$ cat config.mk
export PLATFORM = sky130hd
export DESIGN_NAME = ps2_host_tx_flat
export DESIGN_NICKNAME = d
export VERILOG_FILES = /design/src/rtl/ps2_tx_if.sv /design/src/rtl/ps2_host_tx.sv /design/src/flat_wrapper.sv
export SDC_FILE = /design/constraint.sdc
export NUM_CORES = 1
export LEC_CHECK = 0
export ABC_AREA = 1
export CORE_MARGIN = 2
export CORE_UTILIZATION = 45
export CTS_CLUSTER_SIZE = 20
export DETAILED_ROUTE_END_ITERATION = 6
export GPL_ROUTABILITY_DRIVEN = 0
export MAX_ROUTING_LAYER = met4
export PLACE_DENSITY = 0.75
export SLEW_MARGIN = 0
export SYNTH_ARGS = -nofsm -noshare
export SYNTH_HDL_FRONTEND = slang
export SYNTH_SLANG_ARGS = --single-unit
$ cat constraint.sdc
create_clock -name clk -period 4.1 [get_ports clk]
set_input_delay 0.82 -clock clk [delete_from_list [all_inputs] [get_ports clk]]
set_output_delay 0.82 -clock clk [all_outputs]
set_load 0.005 [all_outputs]
$ cat src/rtl/ps2_tx_if.sv
// PS/2 host transmit request bundle.
// Master issues a byte; slave reports ready/done/error.
interface ps2_tx_if;
  logic       tx_valid;
  logic [7:0] tx_data;
  logic       tx_ready;
  logic       tx_done;
  logic       tx_error;

  modport master (
    output tx_valid,
    output tx_data,
    input  tx_ready,
    input  tx_done,
    input  tx_error
  );

  modport slave (
    input  tx_valid,
    input  tx_data,
    output tx_ready,
    output tx_done,
    output tx_error
  );
endinterface

$ cat src/rtl/ps2_host_tx.sv
// PS/2 host-to-device byte transmitter.
// Open-drain outputs only; ACK checked, transfer guarded by a timeout.
module ps2_host_tx #(
  parameter int INHIBIT_CYCLES = 10000,
  parameter int TIMEOUT_CYCLES = 1500000
) (
  input  logic    clk,
  input  logic    rst_n,
  ps2_tx_if.slave tx,
  input  logic    ps2_clk_in,
  input  logic    ps2_data_in,
  output logic    ps2_clk_oe,
  output logic    ps2_data_oe
);

  localparam int IW = $clog2(INHIBIT_CYCLES + 1);
  localparam int TW = $clog2(TIMEOUT_CYCLES + 1);
  localparam logic [IW-1:0] INH_LAST = IW'(INHIBIT_CYCLES - 1);
  localparam logic [TW-1:0] TMO_LAST = TW'(TIMEOUT_CYCLES - 1);

  typedef enum logic [2:0] {
    IDLE,
    INHIBIT,
    START,
    SHIFT,
    ACK,
    RECOVER
  } state_t;

  state_t        state;
  state_t        state_d;
  logic [1:0]    clk_sync;
  logic [1:0]    data_sync;
  logic          clk_prev;
  logic [IW-1:0] inh_cnt;
  logic [TW-1:0] tmo_cnt;
  logic [3:0]    bit_cnt;
  logic [9:0]    sr;
  logic          done_q;
  logic          err_q;

  logic clk_s;
  logic data_s;
  logic fall;
  logic active;
  logic load;
  logic shift_en;
  logic done_d;
  logic err_d;

  assign clk_s  = clk_sync[1];
  assign data_s = data_sync[1];
  assign fall   = clk_prev & ~clk_s;
  assign active = state inside {START, SHIFT, ACK, RECOVER};

  assign tx.tx_done  = done_q;
  assign tx.tx_error = err_q;

  always_comb begin
    state_d     = state;
    load        = 1'b0;
    shift_en    = 1'b0;
    done_d      = 1'b0;
    err_d       = 1'b0;
    ps2_clk_oe  = 1'b0;
    ps2_data_oe = 1'b0;
    tx.tx_ready = 1'b0;
    unique case (state)
      IDLE: begin
        tx.tx_ready = 1'b1;
        if (tx.tx_valid) begin
          load    = 1'b1;
          state_d = INHIBIT;
        end
      end
      INHIBIT: begin
        ps2_clk_oe = 1'b1;
        // start bit goes out while clock is still held
        if (inh_cnt == INH_LAST) begin
          ps2_data_oe = 1'b1;
          state_d     = START;
        end
      end
      START: begin
        ps2_data_oe = 1'b1;
        if (fall) state_d = SHIFT;
      end
      SHIFT: begin
        ps2_data_oe = ~sr[0];
        if (fall) begin
          if (bit_cnt == 4'd9) state_d = ACK;
          else shift_en = 1'b1;
        end
      end
      ACK: begin
        if (data_s) begin
          err_d   = 1'b1;
          state_d = IDLE;
        end else begin
          state_d = RECOVER;
        end
      end
      RECOVER: begin
        if (clk_s && data_s) begin
          done_d  = 1'b1;
          state_d = IDLE;
        end
      end
      default: state_d = IDLE;
    endcase
    // timeout overrides any completion in the same cycle
    if (active && tmo_cnt == TMO_LAST) begin
      state_d  = IDLE;
      shift_en = 1'b0;
      done_d   = 1'b0;
      err_d    = 1'b1;
    end
  end

  always_ff @(posedge clk) begin
    if (!rst_n) begin
      state     <= IDLE;
      clk_sync  <= 2'b11;
      data_sync <= 2'b11;
      clk_prev  <= 1'b1;
      inh_cnt   <= '0;
      tmo_cnt   <= '0;
      bit_cnt   <= '0;
      sr        <= '0;
      done_q    <= 1'b0;
      err_q     <= 1'b0;
    end else begin
      state     <= state_d;
      clk_sync  <= {clk_sync[0], ps2_clk_in};
      data_sync <= {data_sync[0], ps2_data_in};
      clk_prev  <= clk_s;
      done_q    <= done_d;
      err_q     <= err_d;
      inh_cnt   <= (state == INHIBIT) ? inh_cnt + 1'b1 : '0;
      tmo_cnt   <= active ? tmo_cnt + 1'b1 : '0;
      if (load) begin
        sr      <= {1'b1, ~^tx.tx_data, tx.tx_data};
        bit_cnt <= '0;
      end else if (shift_en) begin
        sr      <= {1'b1, sr[9:1]};
        bit_cnt <= bit_cnt + 4'd1;
      end
    end
  end

endmodule

$ cat src/flat_wrapper.sv
// flat-port wrapper written by rule: the top's interface ports become plain ports
module ps2_host_tx_flat 
#(
  parameter int INHIBIT_CYCLES = 10000,
  parameter int TIMEOUT_CYCLES = 1500000
)
  (clk, rst_n, ps2_clk_in, ps2_data_in, ps2_clk_oe, ps2_data_oe, tx_tx_valid, tx_tx_data, tx_tx_ready, tx_tx_done, tx_tx_error);
  ps2_tx_if tx_i ();
  input  logic clk;
  input  logic rst_n;
  input  logic ps2_clk_in;
  input  logic ps2_data_in;
  output logic ps2_clk_oe;
  output logic ps2_data_oe;
  input wire logic [$bits(tx_i.tx_valid)-1:0] tx_tx_valid;
  input wire logic [$bits(tx_i.tx_data)-1:0] tx_tx_data;
  output wire logic [$bits(tx_i.tx_ready)-1:0] tx_tx_ready;
  output wire logic [$bits(tx_i.tx_done)-1:0] tx_tx_done;
  output wire logic [$bits(tx_i.tx_error)-1:0] tx_tx_error;
  assign tx_i.tx_valid = tx_tx_valid;
  assign tx_i.tx_data = tx_tx_data;
  assign tx_tx_ready = tx_i.tx_ready;
  assign tx_tx_done = tx_i.tx_done;
  assign tx_tx_error = tx_i.tx_error;
  ps2_host_tx #(.INHIBIT_CYCLES(INHIBIT_CYCLES), .TIMEOUT_CYCLES(TIMEOUT_CYCLES)) u_core (.clk(clk), .rst_n(rst_n), .tx(tx_i), .ps2_clk_in(ps2_clk_in), .ps2_data_in(ps2_data_in), .ps2_clk_oe(ps2_clk_oe), .ps2_data_oe(ps2_data_oe));
endmodule
==> results of run 1 <==
## power by group
part	internal, mW	switching (mW)	leakage, nW
Clock	0.340	0.225	0.103
Combinational	0.114	0.199	0.702
Sequential	0.609	0.0283	0.478
## per-stage QoR
stage	hold WS, ns	power [mW]	std cells
6_report	0.409	1.52	531
5_1_grt	0.430	1.61	531
4_1_cts	0.417	1.53	531
3_5_place_dp	0.405	0.961	515
3_3_place_gp	0.398	0.955	515
2_1_floorplan	0.393	0.877	428
## worst max-delay path, delay by kind of cell (launching register included)
kind,cells,cell delay (ns)
buffers and inverters,2,0.60
flip-flops,1,0.35
AND/OR/NAND/NOR,4,0.30
adder cells (fa/ha/maj),1,0.17
AO/OA/AOI/OAI,1,0.15
## layout make-up
cell class,count,area (um^2)
clock inverter,5,77.6
multi-input combinational,309,1580
inverter,53,199
clock buffer,11,131
fill,605,2950
timing repair buffer,17,170
sequential,59,1180
tap,77,96.3
## state kept, by name, indices dropped and copies added, names as in the netlist, 2 cells and up
| name | flops |
|---|---|
| u_core.tmo_cnt | 21 |
| u_core.inh_cnt | 14 |
| u_core.sr | 10 |
| u_core.bit_cnt | 4 |
| u_core.state | 3 |
| u_core.clk_sync | 2 |
| u_core.data_sync | 2 |
## cells in the mapped netlist (all sizes together)
cell type / count / area share (%)
nand4: 9 / 1.9
nor2: 43 / 5.7
xor2: 7 / 2.0
o221ai: 1 / 0.29
ha: 4 / 1.7
nand2: 126 / 16
nand3b: 5 / 1.3
xnor2: 7 / 2.0
nor3: 17 / 3.3
a31o: 1 / 0.29
clkbuf: 1 / 0.12
nor4: 1 / 0.21
nand3: 31 / 6.9
buf: 6 / 1.3
o21bai: 1 / 0.25
dfxtp: 59 / 39
o21ai: 7 / 1.2
clkinv: 1 / 0.12
a21oi: 37 / 6.9
or2: 12 / 2.5
inv: 52 / 6.5
## layer usage
layer | share of wire [%] | GRT usage [%] | up-vias
met5 | 0 | - | -
met4 | 1.7 | 8.08 | 0
met3 | 4.4 | 5.39 | 9
met2 | 46 | 28.8 | 37
met1 | 47 | 21.1 | 1177
li1 | - | - | 1409
## logic make-up (layout without fill, tap and decap cells)
logic type,count (synthesis),count (layout),share of synthesized area [%]
fa+ha+maj,4,4,1.67
simple gates,244,244,38.0
xor+xnor,14,14,4.08
compound gates,47,47,8.92
buf+inv,60,86,8.04
flops,59,59,39.3
## path summary, 6_finish.rpt
path | cells after the start | startpoint | endpoint
worst max-delay path | 8 | u_core.inh_cnt[0] | ps2_data_oe
worst min-delay path | 1 | u_core.clk_sync[0] | u_core.clk_sync[1]
worst max register to register | 10 | u_core.tmo_cnt[0] | u_core.sr[9]
worst min register to register | 1 | u_core.clk_sync[0] | u_core.clk_sync[1]
==> flow_summary_export.csv, run 1 <==
group,metric,value,unit
status,status,"finished clean",
place,place_ws,1.61,ns
clock_tree,cts_resized,0,
drt,dr_total_vias,2632,
worst_setup_path,critPathMaxFanout,3,
worst_setup_path,regToRegSetupSlack,2.16,ns
synth,synth_cell_types,33,
hold_path,hold_path_class,"flip-flop to flip-flop",
timing,rsz0062_at_grt,"no",
synth,synthCells,428,
clock_tree,cts_tree,"done",
timing,period_needed,2.73,ns
flow_run,drv_cap,0,
place,io_buffers,17,
timing,fin_setup_tns,0,ns
worst_setup_path,crit_path_end_kind,"output port",
finish,n_antenna_cell,0,
worst_setup_path,critPathKind,"flip-flop to output port",
worst_setup_path,arrival,1.91,ns
timing,finalHoldViolations,0,
global_routing,antenna_found_initial,0,
worst_setup_path,slowest_stage,"clkdlybuf4s50_1",
synth,synth-seq-cells,59,
die,fp.dieH,85.7,um
drt,wire_per_inst,10.9,um
synth,syn_nets,445,
global_routing,grt_pass1_vias,2531,
synth,yosysWarnings,0,
die,core-area,6390,um^2
die,ios,18,
power,power_leakage,1.28,nW
die,initial_core_util,47.0,%
worst_setup_path,max_stage_delay,0.53,ns
drt,viasPerCell,4.96,
global_routing,grt_overflow,0,
worst_setup_path,cp_common_cell,"nand2_1",
timing,final.setup_skew,0.00871,ns
clock_tree,htreeDepth,3,
finish,layout-drive-gt1-share,13.9,%
drt,route.detailed.drc,0,
finish,nets,466,
global_routing,grt_max_degree,22,
global_routing,grt_first_pass_wirelength,10.4,mm
die,fp.dieW,85.7,um
worst_setup_path,crit_chain,"ha_1 > nand2_1 > inv_2 > nand2_1 > nor2_1 > nand2_1 > o221ai_1 > clkdlybuf4s50_1",
power,power_density,441,nW/um^2
timing,relSlewSlack,49.6,%
timing,worst_pin_slew,0.755,ns
clock_tree,numCtsBuffers,9,
finish,final_area,3440,um^2
drt,ant_nets,0,
drt,routed_wl,5.79,mm
finish,synthToLayoutAreaGrowth,14.4,%
finish,mostFrequentLayoutCell,"nand2_1",
worst_setup_path,required,3.28,ns
finish,mostFrequentLayoutCells,"123 x nand2_1, 59 x dfxtp_1, 39 x nor2_1",
clock_tree,clkTransAtPathRegs,0.07,ns
timing,fmax,366,MHz
finish,fin_util,53.8,%
clock_tree,hold_buffers,0,
timing,post-route-period-util,66.6,%
timing,setup_viol,0,
timing,slew_viol_final,0,
clock_tree,clkSinkCount,59,
clock_tree,clockBufferDepth,2,
synth,yosysSeqAreaShare,39.3,%
power,ir_worst_vdd,0.281,mV
clock_tree,clock_latency,0.33,ns
clock_tree,root_buffer,"clkbuf_8",
worst_setup_path,start_kind,"flip-flop",
die,num_rows,29,
drt,drt_iter0_markers,147,
synth,netlist_area,3000,um^2
drt,firstDrtPassIters,4,
place,dpl.hpwl,4.13,mm
clock_tree,cts_setup_buffers,0,
global_routing,grt.total_usage,18.1,%
timing,fin_ws,1.37,ns
place,placed_area,3230,um^2
die,die-area,7340,um^2
synth,syn_area_per_cell,7.02,um^2
No activity file was read; power rests on OpenSTA's default activity.
==> run 2: changes to the inputs <==
--- a/config.mk
+++ b/config.mk
@@ -12,7 +12,7 @@
 export DETAILED_ROUTE_END_ITERATION = 6
 export GPL_ROUTABILITY_DRIVEN = 0
 export MAX_ROUTING_LAYER = met4
-export PLACE_DENSITY = 0.75
+export PLACE_DENSITY = 0.78
 export SLEW_MARGIN = 0
 export SYNTH_ARGS = -nofsm -noshare
 export SYNTH_HDL_FRONTEND = slang
==> constraint.sdc (replaced) <==
create_clock -name clk -period 2.47 [get_ports clk]
set_input_delay 0.494 -clock clk [delete_from_list [all_inputs] [get_ports clk]]
set_output_delay 0.494 -clock clk [all_outputs]
set_load 0.005 [all_outputs]
==> run 2 against run 1 <==
Combinational power is 71% higher. Design area is 0.29% higher. Non-clock buffer count is 3 higher. Highest routed layer unchanged.
==> flow_summary_export.csv, run 2 (same netlist as run 1, synthesis figures left out) <==
group,metric,value,unit
worst_setup_path,critPathMaxFanout,5,
timing,post-route-period-util,86.8,%
timing,fin_setup_tns,0,ns
timing,worst_pin_slew,0.546,ns
die,num_rows,29,
place,dpl.hpwl,4.29,mm
clock_tree,cts_tree,"done",
finish,largest_reg_flops,21,
timing,period_needed,2.14,ns
drt,viasPerCell,5.08,
global_routing,grt_overflow,0,
flow_run,drv_cap,0,
die,fp.dieH,85.7,um
clock_tree,root_buffer,"clkbuf_8",
timing,rsz0062_at_grt,"no",
finish,mostFrequentLayoutCells,"123 x nand2_1, 59 x dfxtp_1, 39 x nor2_1",
worst_setup_path,required,1.98,ns
finish,final-seq-area,1180,um^2
drt,wire_per_inst,10.9,um
drt,routed_wl,5.83,mm
place,placed_area,3250,um^2
power,power_density,715,nW/um^2
timing,setup_viol,0,
drt,ant_nets,0,
worst_setup_path,critPathKind,"flip-flop to output port",
drt,drt_iter0_markers,130,
worst_setup_path,max_stage_delay,0.54,ns
finish,final_area,3450,um^2
worst_setup_path,slowest_stage,"clkdlybuf4s50_1",
die,fp.dieW,85.7,um
power,ir_worst_vdd,0.574,mV
clock_tree,clkTransAtPathRegs,0.06,ns
clock_tree,clkSinkCount,59,
finish,n_fill_cell,606,
timing,final.setup_skew,0.00570,ns
finish,top_register,"u_core.tmo_cnt",
hold_path,hold_path_class,"flip-flop to flip-flop",
timing,slew_viol_final,0,
global_routing,grt_max_degree,16,
finish,layout-drive-gt1-share,14.3,%
finish,multiInputGateArea,1580,um^2
clock_tree,clockBufferDepth,2,
clock_tree,htreeDepth,3,
global_routing,grt.total_usage,18.4,%
finish,nets,469,
timing,finalHoldViolations,0,
worst_setup_path,arrival,1.65,ns
worst_setup_path,start_kind,"flip-flop",
die,initial_core_util,47.0,%
finish,largest_registers,"u_core.tmo_cnt (21), u_core.inh_cnt (14), u_core.sr (10)",
die,ios,18,
finish,mostFrequentLayoutCell,"nand2_1",
clock_tree,clock_latency,0.34,ns
timing,fmax,466,MHz
worst_setup_path,crit_chain,"inv_1 > nor3_2 > clkdlybuf4s50_1",
power,power_leakage,1.31,nW
status,status,"finished clean",
finish,n_antenna_cell,0,
die,core-area,6390,um^2
global_routing,antenna_found_initial,0,
clock_tree,numCtsBuffers,9,
drt,route.detailed.drc,0,
drt,firstDrtPassIters,4,
worst_setup_path,crit_path_end_kind,"output port",
finish,synthToLayoutAreaGrowth,14.7,%
place,io_buffers,17,
timing,relSlewSlack,63.5,%
global_routing,grt_first_pass_wirelength,10.6,mm
drt,dr_total_vias,2706,
global_routing,grt_pass1_vias,2541,
die,die-area,7340,um^2
-- run 2: final timing paths --
| check | from | to | slack, ns | cells after the start |
|---|---|---|---|---|
| setup / recovery | u_core.state[0] | ps2_clk_oe | 0.33 | 3 |
| hold / removal | u_core.clk_sync[0] | u_core.clk_sync[1] | 0.41 | 1 |
| hold reg to reg | u_core.clk_sync[0] | u_core.clk_sync[1] | 0.41 | 1 |
| setup reg to reg | u_core.tmo_cnt[0] | u_core.sr[9] | 0.56 | 10 |
-- run 2: area by class of cell --
| class | instances | area share [%] |
|---|---|---|
| flip-flops and latches | 59 | 34.3 |
| well taps | 77 | 2.80 |
| clock inverters | 2 | 1.02 |
| clock buffers | 13 | 4.61 |
| multi-input cells | 309 | 45.9 |
| inverters | 53 | 5.77 |
| repair buffers | 20 | 5.66 |
-- run 2: per-stage QoR --
stage	setup slack, ns	utilization, %	hold WS (ns)	cells	total power [mW]
6_report	0.325	54.0	0.407	533	2.46
5_1_grt	0.223	54.0	0.442	533	2.61
4_1_cts	0.0252	53.9	0.410	533	2.49
3_5_place_dp	0.415	50.9	0.400	518	1.61
3_3_place_gp	0.448	50.9	0.394	518	1.60
2_1_floorplan	0.924	-	0.393	428	1.46
-- run 2: power breakdown --
| part | leakage [nW] | internal [mW] | switching (mW) |
|---|---|---|---|
| clock network | 0.0995 | 0.514 | 0.355 |
| logic | 0.731 | 0.200 | 0.336 |
| registers | 0.478 | 1.01 | 0.0473 |
-- run 2: what timing repair did --
action                     4_1_cts  5_1_grt
resized for setup                0        1
hold buffers                     0        0
buffers inserted                 0        0
setup endpoints to repair        0        1
-- run 2: critical path, delay by kind of cell, from the launching register on --
| kind | cells | cell delay, ns |
|---|---|---|
| buffers and inverters | 2 | 0.68 |
| DFF | 1 | 0.42 |
| and+or+nand+nor | 1 | 0.21 |
-- run 2: layer usage --
metal,track usage [%],wire length [um]
met5,-,0
met4,9.96,148
met3,4.04,254
met2,30.0,2730
met1,21.1,2690
